### src/rtl/ctrl_loop_scheduler.sv
// Fixed-rate control loop scheduler: sequences N_CH ADC conversions, ramps and triggers the PID,
// streams telemetry frames over UART and latches over-voltage faults. Optional ADC watchdog: ADC_TIMEOUT_EN.
module ctrl_loop_scheduler #(
    parameter int CLK_HZ      = 27000000,
    parameter int LOOP_HZ     = 10000,
    parameter int N_CH        = 2,
    parameter int DATA_W      = 8,
    parameter int TELEM_DIV   = 100,
    parameter int RAMP_STEP   = 1,
    parameter int OV_LIMIT    = 240,
    parameter int ADC_TIMEOUT = 4096,
    localparam int CH_W       = (N_CH > 1) ? $clog2(N_CH) : 1
) (
    input  logic                     i_sys_clk,
    input  logic                     i_rst,
    input  logic                     i_enable,
    output logic                     o_adc_start,
    output logic [CH_W-1:0]          o_adc_ch,
    input  logic                     i_adc_done,
    input  logic [DATA_W-1:0]        i_adc_data,
    output logic [N_CH*DATA_W-1:0]   o_ch_data,
    output logic                     o_pid_start,
    output logic [DATA_W-1:0]        o_pid_setpoint,
    output logic [DATA_W-1:0]        o_pid_feedback,
    input  logic                     i_uart_rx_valid,
    input  logic [7:0]               i_uart_rx_data,
    output logic                     o_uart_send,
    output logic [7:0]               o_uart_tx_data,
    input  logic                     i_uart_busy,
    output logic                     o_fault,
    output logic                     o_overrun
);
    localparam int P     = CLK_HZ / LOOP_HZ;
    localparam int CNT_W = $clog2(P);
    localparam int LC_W  = (TELEM_DIV > 1) ? $clog2(TELEM_DIV) : 1;
    localparam int NB    = (DATA_W + 7) / 8;
    localparam int EXT_W = NB * 8;
    localparam int FLEN  = 2 + N_CH * NB;
    localparam int IDX_W = $clog2(FLEN);
    localparam logic [DATA_W-1:0] OV_D   = DATA_W'(OV_LIMIT);
    localparam logic [DATA_W-1:0] STEP_D = DATA_W'(RAMP_STEP);
    localparam logic [31:0]       STEP_U = RAMP_STEP;

    typedef enum logic [1:0] {L_IDLE, L_REQ, L_WAIT, L_PID} lstate_t;
    typedef enum logic [1:0] {T_IDLE, T_SEND, T_WBUSY, T_WDONE} tstate_t;

    lstate_t                      r_lstate;
    tstate_t                      r_tstate;
    logic [CNT_W-1:0]             r_cnt;
    logic [CH_W-1:0]              r_k;
    logic                         r_adc_start;
    logic [CH_W-1:0]              r_adc_ch;
    logic [N_CH-1:0][DATA_W-1:0]  r_ch;
    logic [DATA_W-1:0]            r_fb;
    logic                         r_pid_start;
    logic [LC_W-1:0]              r_loop_cnt;
    logic                         r_overrun;
    logic                         r_fault;
    logic [DATA_W-1:0]            r_target;
    logic [DATA_W-1:0]            r_sp;
    logic [FLEN-1:0][7:0]         r_frame;
    logic [IDX_W-1:0]             r_idx;
    logic                         r_send;
    logic [7:0]                   r_tx;

    logic                         w_tick;
    logic                         w_last;
    logic [DATA_W-1:0]            w_ch0_new;
    logic                         w_fault_set;
    logic                         w_clr;
    logic [DATA_W-1:0]            w_diff;
    logic [DATA_W-1:0]            w_ramp;
    logic                         w_frame_req;
    logic [FLEN-1:0][7:0]         w_frame;
    logic [EXT_W-1:0]             w_ext;

    assign w_tick    = (r_cnt == CNT_W'(P - 1));
    assign w_last    = (r_k == CH_W'(N_CH - 1));
    assign w_ch0_new = (r_k == '0) ? i_adc_data : r_ch[0];
    assign w_clr     = i_uart_rx_valid && (i_uart_rx_data == 8'hFF);

    always_ff @(posedge i_sys_clk) begin
        if (i_rst) r_cnt <= '0;
        else       r_cnt <= w_tick ? '0 : r_cnt + CNT_W'(1);
    end

`ifdef ADC_TIMEOUT_EN
    localparam int TO_W = $clog2(ADC_TIMEOUT + 1);
    logic [TO_W-1:0] r_to;
    logic            w_timeout;
    assign w_timeout = (r_lstate == L_WAIT) && !i_adc_done && (r_to == TO_W'(ADC_TIMEOUT - 1));
`endif

    // pid_start is decided on the final conversion so it lands in the PID cycle itself
    always_ff @(posedge i_sys_clk) begin
        if (i_rst) begin
            r_lstate    <= L_IDLE;
            r_k         <= '0;
            r_adc_start <= 1'b0;
            r_adc_ch    <= '0;
            r_ch        <= '0;
            r_fb        <= '0;
            r_pid_start <= 1'b0;
            r_loop_cnt  <= '0;
`ifdef ADC_TIMEOUT_EN
            r_to        <= '0;
`endif
        end else begin
            r_adc_start <= 1'b0;
            r_pid_start <= 1'b0;
            case (r_lstate)
                L_IDLE: if (w_tick && i_enable) begin
                    r_k      <= '0;
                    r_lstate <= L_REQ;
                end
                L_REQ: begin
                    r_adc_ch    <= r_k;
                    r_adc_start <= 1'b1;
                    r_lstate    <= L_WAIT;
`ifdef ADC_TIMEOUT_EN
                    r_to        <= '0;
`endif
                end
                L_WAIT: begin
                    if (i_adc_done) begin
                        r_ch[r_k] <= i_adc_data;
                        if (r_k == '0) r_fb <= i_adc_data;
                        if (w_last) begin
                            r_lstate    <= L_PID;
                            r_pid_start <= (w_ch0_new < OV_D) && !r_fault;
                        end else begin
                            r_k      <= r_k + CH_W'(1);
                            r_lstate <= L_REQ;
                        end
                    end
`ifdef ADC_TIMEOUT_EN
                    else if (w_timeout) r_lstate <= L_IDLE;
                    else                r_to     <= r_to + TO_W'(1);
`endif
                end
                L_PID: begin
                    r_loop_cnt <= (r_loop_cnt == LC_W'(TELEM_DIV - 1)) ? '0 : r_loop_cnt + LC_W'(1);
                    r_lstate   <= L_IDLE;
                end
                default: r_lstate <= L_IDLE;
            endcase
        end
    end

    always_ff @(posedge i_sys_clk) begin
        if (i_rst)                               r_overrun <= 1'b0;
        else if (w_tick && r_lstate != L_IDLE)   r_overrun <= 1'b1;
    end

    always_comb begin
        w_fault_set = (r_lstate == L_PID) && (r_ch[0] >= OV_D);
`ifdef ADC_TIMEOUT_EN
        w_fault_set = w_fault_set | w_timeout;
`endif
    end

    // Saturating step toward target; snaps when within one step
    always_comb begin
        w_diff = '0;
        w_ramp = r_sp;
        if (r_target >= r_sp) begin
            w_diff = r_target - r_sp;
            w_ramp = (32'(w_diff) <= STEP_U) ? r_target : r_sp + STEP_D;
        end else begin
            w_diff = r_sp - r_target;
            w_ramp = (32'(w_diff) <= STEP_U) ? r_target : r_sp - STEP_D;
        end
    end

    always_ff @(posedge i_sys_clk) begin
        if (i_rst) begin
            r_fault  <= 1'b0;
            r_target <= '0;
            r_sp     <= '0;
        end else begin
            if (w_fault_set) r_fault <= 1'b1;
            else if (w_clr)  r_fault <= 1'b0;
            if (r_fault) begin
                r_target <= '0;
                r_sp     <= '0;
            end else begin
                if (i_uart_rx_valid && !w_clr) r_target <= DATA_W'(i_uart_rx_data) << (DATA_W - 8);
                if (r_lstate == L_PID)         r_sp     <= w_ramp;
            end
        end
    end

    assign w_frame_req = (r_lstate == L_PID) && (r_loop_cnt == LC_W'(TELEM_DIV - 1));

    always_comb begin
        w_frame    = '0;
        w_ext      = '0;
        w_frame[0] = 8'hA5;
        w_frame[1] = {6'b0, r_overrun, r_fault};
        for (int c = 0; c < N_CH; c++) begin
            w_ext = EXT_W'(r_ch[c]);
            for (int j = 0; j < NB; j++) w_frame[2 + c*NB + j] = w_ext[(NB-1-j)*8 +: 8];
        end
    end

    // Requests arriving outside T_IDLE are dropped rather than queued
    always_ff @(posedge i_sys_clk) begin
        if (i_rst) begin
            r_tstate <= T_IDLE;
            r_frame  <= '0;
            r_idx    <= '0;
            r_send   <= 1'b0;
            r_tx     <= '0;
        end else begin
            r_send <= 1'b0;
            case (r_tstate)
                T_IDLE: if (w_frame_req) begin
                    r_frame  <= w_frame;
                    r_idx    <= '0;
                    r_tstate <= T_SEND;
                end
                T_SEND: if (!i_uart_busy) begin
                    r_send   <= 1'b1;
                    r_tx     <= r_frame[r_idx];
                    r_tstate <= T_WBUSY;
                end
                T_WBUSY: if (i_uart_busy) r_tstate <= T_WDONE;
                T_WDONE: if (!i_uart_busy) begin
                    if (r_idx == IDX_W'(FLEN - 1)) r_tstate <= T_IDLE;
                    else begin
                        r_idx    <= r_idx + IDX_W'(1);
                        r_tstate <= T_SEND;
                    end
                end
                default: r_tstate <= T_IDLE;
            endcase
        end
    end

    assign o_adc_start    = r_adc_start;
    assign o_adc_ch       = r_adc_ch;
    assign o_ch_data      = r_ch;
    assign o_pid_start    = r_pid_start;
    assign o_pid_setpoint = r_sp;
    assign o_pid_feedback = r_fb;
    assign o_uart_send    = r_send;
    assign o_uart_tx_data = r_tx;
    assign o_fault        = r_fault;
    assign o_overrun      = r_overrun;
endmodule

### config.mk
export PLATFORM = sky130hd
export DESIGN_NAME = ctrl_loop_scheduler
export DESIGN_NICKNAME = d
export VERILOG_FILES = /design/src/rtl/ctrl_loop_scheduler.sv
export SDC_FILE = /design/constraint.sdc
export NUM_CORES = 1
export LEC_CHECK = 0
export BUFFER_PORTS_ARGS = -buffer_cell sky130_fd_sc_hd__buf_4
export CAP_MARGIN = 20
export CORE_MARGIN = 4
export CORE_UTILIZATION = 35
export DETAILED_ROUTE_END_ITERATION = 10
export GPL_ROUTABILITY_DRIVEN = 0
export SYNTH_ARGS = -nofsm -noshare
export SYNTH_HDL_FRONTEND = slang
export SYNTH_SLANG_ARGS = --single-unit
### constraint.sdc
create_clock -name i_sys_clk -period 6.12 [get_ports i_sys_clk]
set_clock_uncertainty 0.05 [all_clocks]
set_input_delay 1.224 -clock i_sys_clk [delete_from_list [all_inputs] [get_ports i_sys_clk]]
set_output_delay 1.224 -clock i_sys_clk [all_outputs]
set_load 0.01 [all_outputs]
# After elaboration in Yosys (flattened, before gate mapping)
# Index checks and enable logic that the tools add are counted.
# word_totals
register_bits	99
out_inout_bits	46
# op_classes
n_mux	32
order_cmp	8
reduce_logical	28
n_eq_ne	17
bitwise	5
addsub	8
# ops
operator	count
$mux 8	6
$mux 2	10
$bmux 8 s2	1
$bwmux 16	1
$le 8x1->1 const B	2
$pmux 2 s4	2
$sub 8x8->8	2
$ne 2x2->1 const B	7
$add 12x1->12 const B	1
$eq 12x12->1 const B	1
$eq 2x2->1 const B	5
$add 8x1->8 const B	1
$demux 8 s1	1
$eq 8x8->1 const B	1
$ge 8x8->1	1
$ge 8x8->1 const B	1
$logic_and 1x1->1	8
$lt 8x8->1 const B	1
$mux 1	8
$reduce_and 2->1	4
$reduce_and 4->1	2
$reduce_bool 2->1	4
$sub 8x1->8 const B	1
$add 7x1->7 const B	1
16 further kinds	26

# Depth between registers and ports, before layout
# depth
ltp_word	5
ltp_mapped	13

# Worst setup path after synthesis
# OpenSTA, ideal clock, no wires.
# synth_path
path_kind	reg-to-reg
from	reg r_sp[2] (netlist: o_pid_setpoint[2])
to	reg r_sp[7] (netlist: o_pid_setpoint[7])
stages_incl_launch_ff	13
path_slack_ps	2996
arrival_ps	2946
path_cell_list	dfxtp_1 -> clkbuf_1 -> inv_1 -> ha_1 -> buf_6 -> a21oi_4 -> a21oi_1 -> or4_4 -> a2111oi_4 -> buf_6 -> mux2_2 -> o22ai_1 -> a211oi_1
# synth_between
elab_chain_len	4
word_cells_on_any_way	10
classes_between	4 x add/sub; 3 x order compare; 3 x mux
# synth_rtl
element	line_no	rtl
start, declared	60	logic [DATA_W-1:0] r_sp;
start signal, assigned	188	if (r_lstate == L_PID) r_sp <= w_ramp;
$sub 8x8->8 (on tied branches)	170, 167	
$le 8x1->1 (on tied branches)	171, 168	
$mux 8 (on tied branches)	171, 168	
$mux 8 (*)	166	if (r_target >= r_sp) begin
# Mark *: on every way between the ends. The rest lies on a longest branch, timed or not.
# A chain may end at the register's enable or synchronous reset.

# Final worst setup path
# layout_path
from	reg r_sp[2] (netlist: o_pid_setpoint[2])
to	reg r_sp[0] (netlist: o_pid_setpoint[0])
# Same word-level chain as after synthesis.

==> summary.txt <==
Sw power: 332 uW
Sink Count: 99
# IOs: 68
DRT iter0 DRCs: 311
Int Pwr: 978 uW
Ys async rst share: 0
Pre-CTS setup slack: 2.60 ns
Data arrival, critical path: 3.81 ns
Global-route wire length before repair: 19900 um
Clock share of power: 0.417
Status: complete, no violations
Layout cells sized above 1: 0.164
Hold buffer count at cts: 0
Fin worst setup slack: 2.52 ns
Fmax: 0.278 GHz
Vias per cell: 5.12
GRT Total Usage: 0.148
Final setup viols: 0
Drt first pass iters: 7
FP Rows: 43
Layout area overhead: 18.0%
Switching share of power: 0.253
Cell taking the most area after synthesis: dfxtp_1
Clock-pin slew on the worst setup and hold paths: 0.07 ns
Post-synth EDFFs: 0
Hold Fails Final Rpt: 0
Post-DRT Antenna Nets: 0
CTS tree: yes
Root Driver: clkbuf_16
Part of the power in combinational logic: 0.084
H-tree Lvls: 3
Crit. End Element: register
Post-DP HPWL: 8960 um
Commonest non-fill, non-tap cell in the layout: nand2_1
Area of the mapped netlist: 0.00499 mm^2
Total grt overflow: 0
WHS: 0.403 ns
VDD IR max: 0.166 mV
Total routed wirelength: 12100 um
Worst-Margin Slew: 0.900 ns
Top post-synthesis cells by area: dfxtp_1 40%, nand2_1 7.7%, a21oi_1 6.9%, ha_1 6.0%, nor2_1 4.6%
Largest net degree at the start of global routing: 69
Die Ht: 127 um
Syn nets: 651
Setup repair bufs after CTS: 0
Initial Util: 0.358
Worst endpoint required time: 6.34 ns
Register area share after synthesis: 0.397
Top_reg_cell synth: dfxtp_1
FF+latch count, synth: 99
N_diodes: 0
Slew headroom: 0.395
Most frequent cells in the layout: 102 x nand2_1, 99 x dfxtp_1, 69 x a21oi_1
Layout Utilization: 0.422
Crit path kind: reg -> reg
Die width: 127 um
Synth Area per Inst: 8.27 um^2
Via count: 4299
Final #Nets: 703
WL/cell: 14.4 um
Power density over the cells: 222 mW/mm^2
Max Transition Viols Final: 0
Yosys top cell area share: 0.397
RSZ-0062 raised after global routing: false
Clk buf depth: 2
Setup crit start kind: register
Setup TNS: 0 ns
Hold Path Class: reg -> reg
LEAKAGE: 2.27 nW
Remaining routing DRC violations: 0
Initial antenna violation count: 0
Mapped Cells: 603
Number of buffers added on ports: 67
Max FO, Critical Path: 12
MaxCap Viol Count: 0
Count of cell types in the netlist: 62
Placeable core area: 0.0139 mm^2
Clk Latency, worst-skew pair: 0.34 ns
Total die area: 0.0162 mm^2
Post_cts resized: 0
Flop pwr share: 0.499
Cts bufs inserted: 9
Synth Warn #: 0
Number of global-route vias before repair: 4031
Tmin final: 3.60 ns
Tcrit/Tclk final: 0.588
[critical path, cell delays in order, from the launching register on]
cell,delay (ns)
dfxtp_1,0.49
inv_1,0.18
ha_1,0.47
nand3b_1,0.20
a21oi_1,0.10
or4_4,0.50
a2111oi_4,0.82
mux2i_2,0.20
or3_1,0.35
a31oi_1,0.16
[area by class of cell]
cell class	instances	area, um^2
clock buffers	10	229
repair buffers	68	510
inverters	29	109
multi-input cells	448	2780
flip-flops and latches	99	1980
clock inverters	6	53.8
well taps	180	225
fillers	1358	8050
[synthesized netlist by cell type (all sizes together) (3+ instances only)]
library cell    n
nand2         102
dfxtp          99
a21oi          70
nor2           62
inv            29
ha             24
clkbuf         18
nand3          17
xnor2          17
o21ai          14
mux2i          13
a211oi         12
xor2           12
mux2           10
buf             9
nand2b          9
nor3            9
nand4           8
a221oi          5
and3            5
o22ai           5
or2             5
or3             5
a22oi           4
a31oi           4
nand3b          4
nor2b           4
and2            3
[flip-flops by register name (all words and copies together), names as in the netlist, 7 cells and up]
register / cells
o_ch_data: 8
o_pid_feedback: 8
o_pid_setpoint: 8
o_uart_tx_data: 8
r_cnt: 12
r_frame: 19
r_loop_cnt: 7
r_target: 8
w_ext: 8
[cells by family after synthesis]
family / count (synthesis) / share of synthesized area
muxes: 24 / 0.0547
xor gates and xnor gates: 29 / 0.0509
AOI/OAI and AO/OA: 126 / 0.158
buffers and inverters: 56 / 0.0464
and+or+nand+nor: 243 / 0.225
DFF: 99 / 0.397
adders and majority gates: 26 / 0.0682
[through the flow]
step           std cells  power, mW  instance area, um^2
2_1_floorplan        603      0.747                 4990
3_3_place_gp         824      0.776                 5600
3_5_place_dp         824      0.777                 5600
4_1_cts              840       1.32                 5890
5_1_grt              840       1.36                 5890
6_report             840       1.31                 5890
[power groups by stage]
stage | clock, mW | combinational (mW) | sequential (mW)
global placement | 0 | 0.107 | 0.669
floorplan | 0 | 0.0801 | 0.667
global route | 0.587 | 0.119 | 0.654
CTS | 0.560 | 0.109 | 0.654
detailed placement | 0 | 0.108 | 0.669
finish | 0.546 | 0.110 | 0.654
[worst paths after layout]
kind,from,endpoint,slack [ns],depth (start not counted)
hold / removal,r_frame[25],r_frame[25],0.40,2
setup / recovery,o_pid_setpoint[2],o_pid_setpoint[0],2.52,9
setup reg to reg,o_pid_setpoint[2],o_pid_setpoint[0],2.52,9
hold reg to reg,r_frame[25],r_frame[25],0.40,2
[routing by layer]
metal | GRT usage | up-vias | wire length [um]
met3 | 0.0334 | 18 | 675
met5 | 0 | - | 0
li1 | - | 2170 | -
met1 | 0.204 | 1972 | 5850
met4 | 0.0549 | 0 | 263
met2 | 0.225 | 139 | 5330
Power figures use the tool's default switching activity.
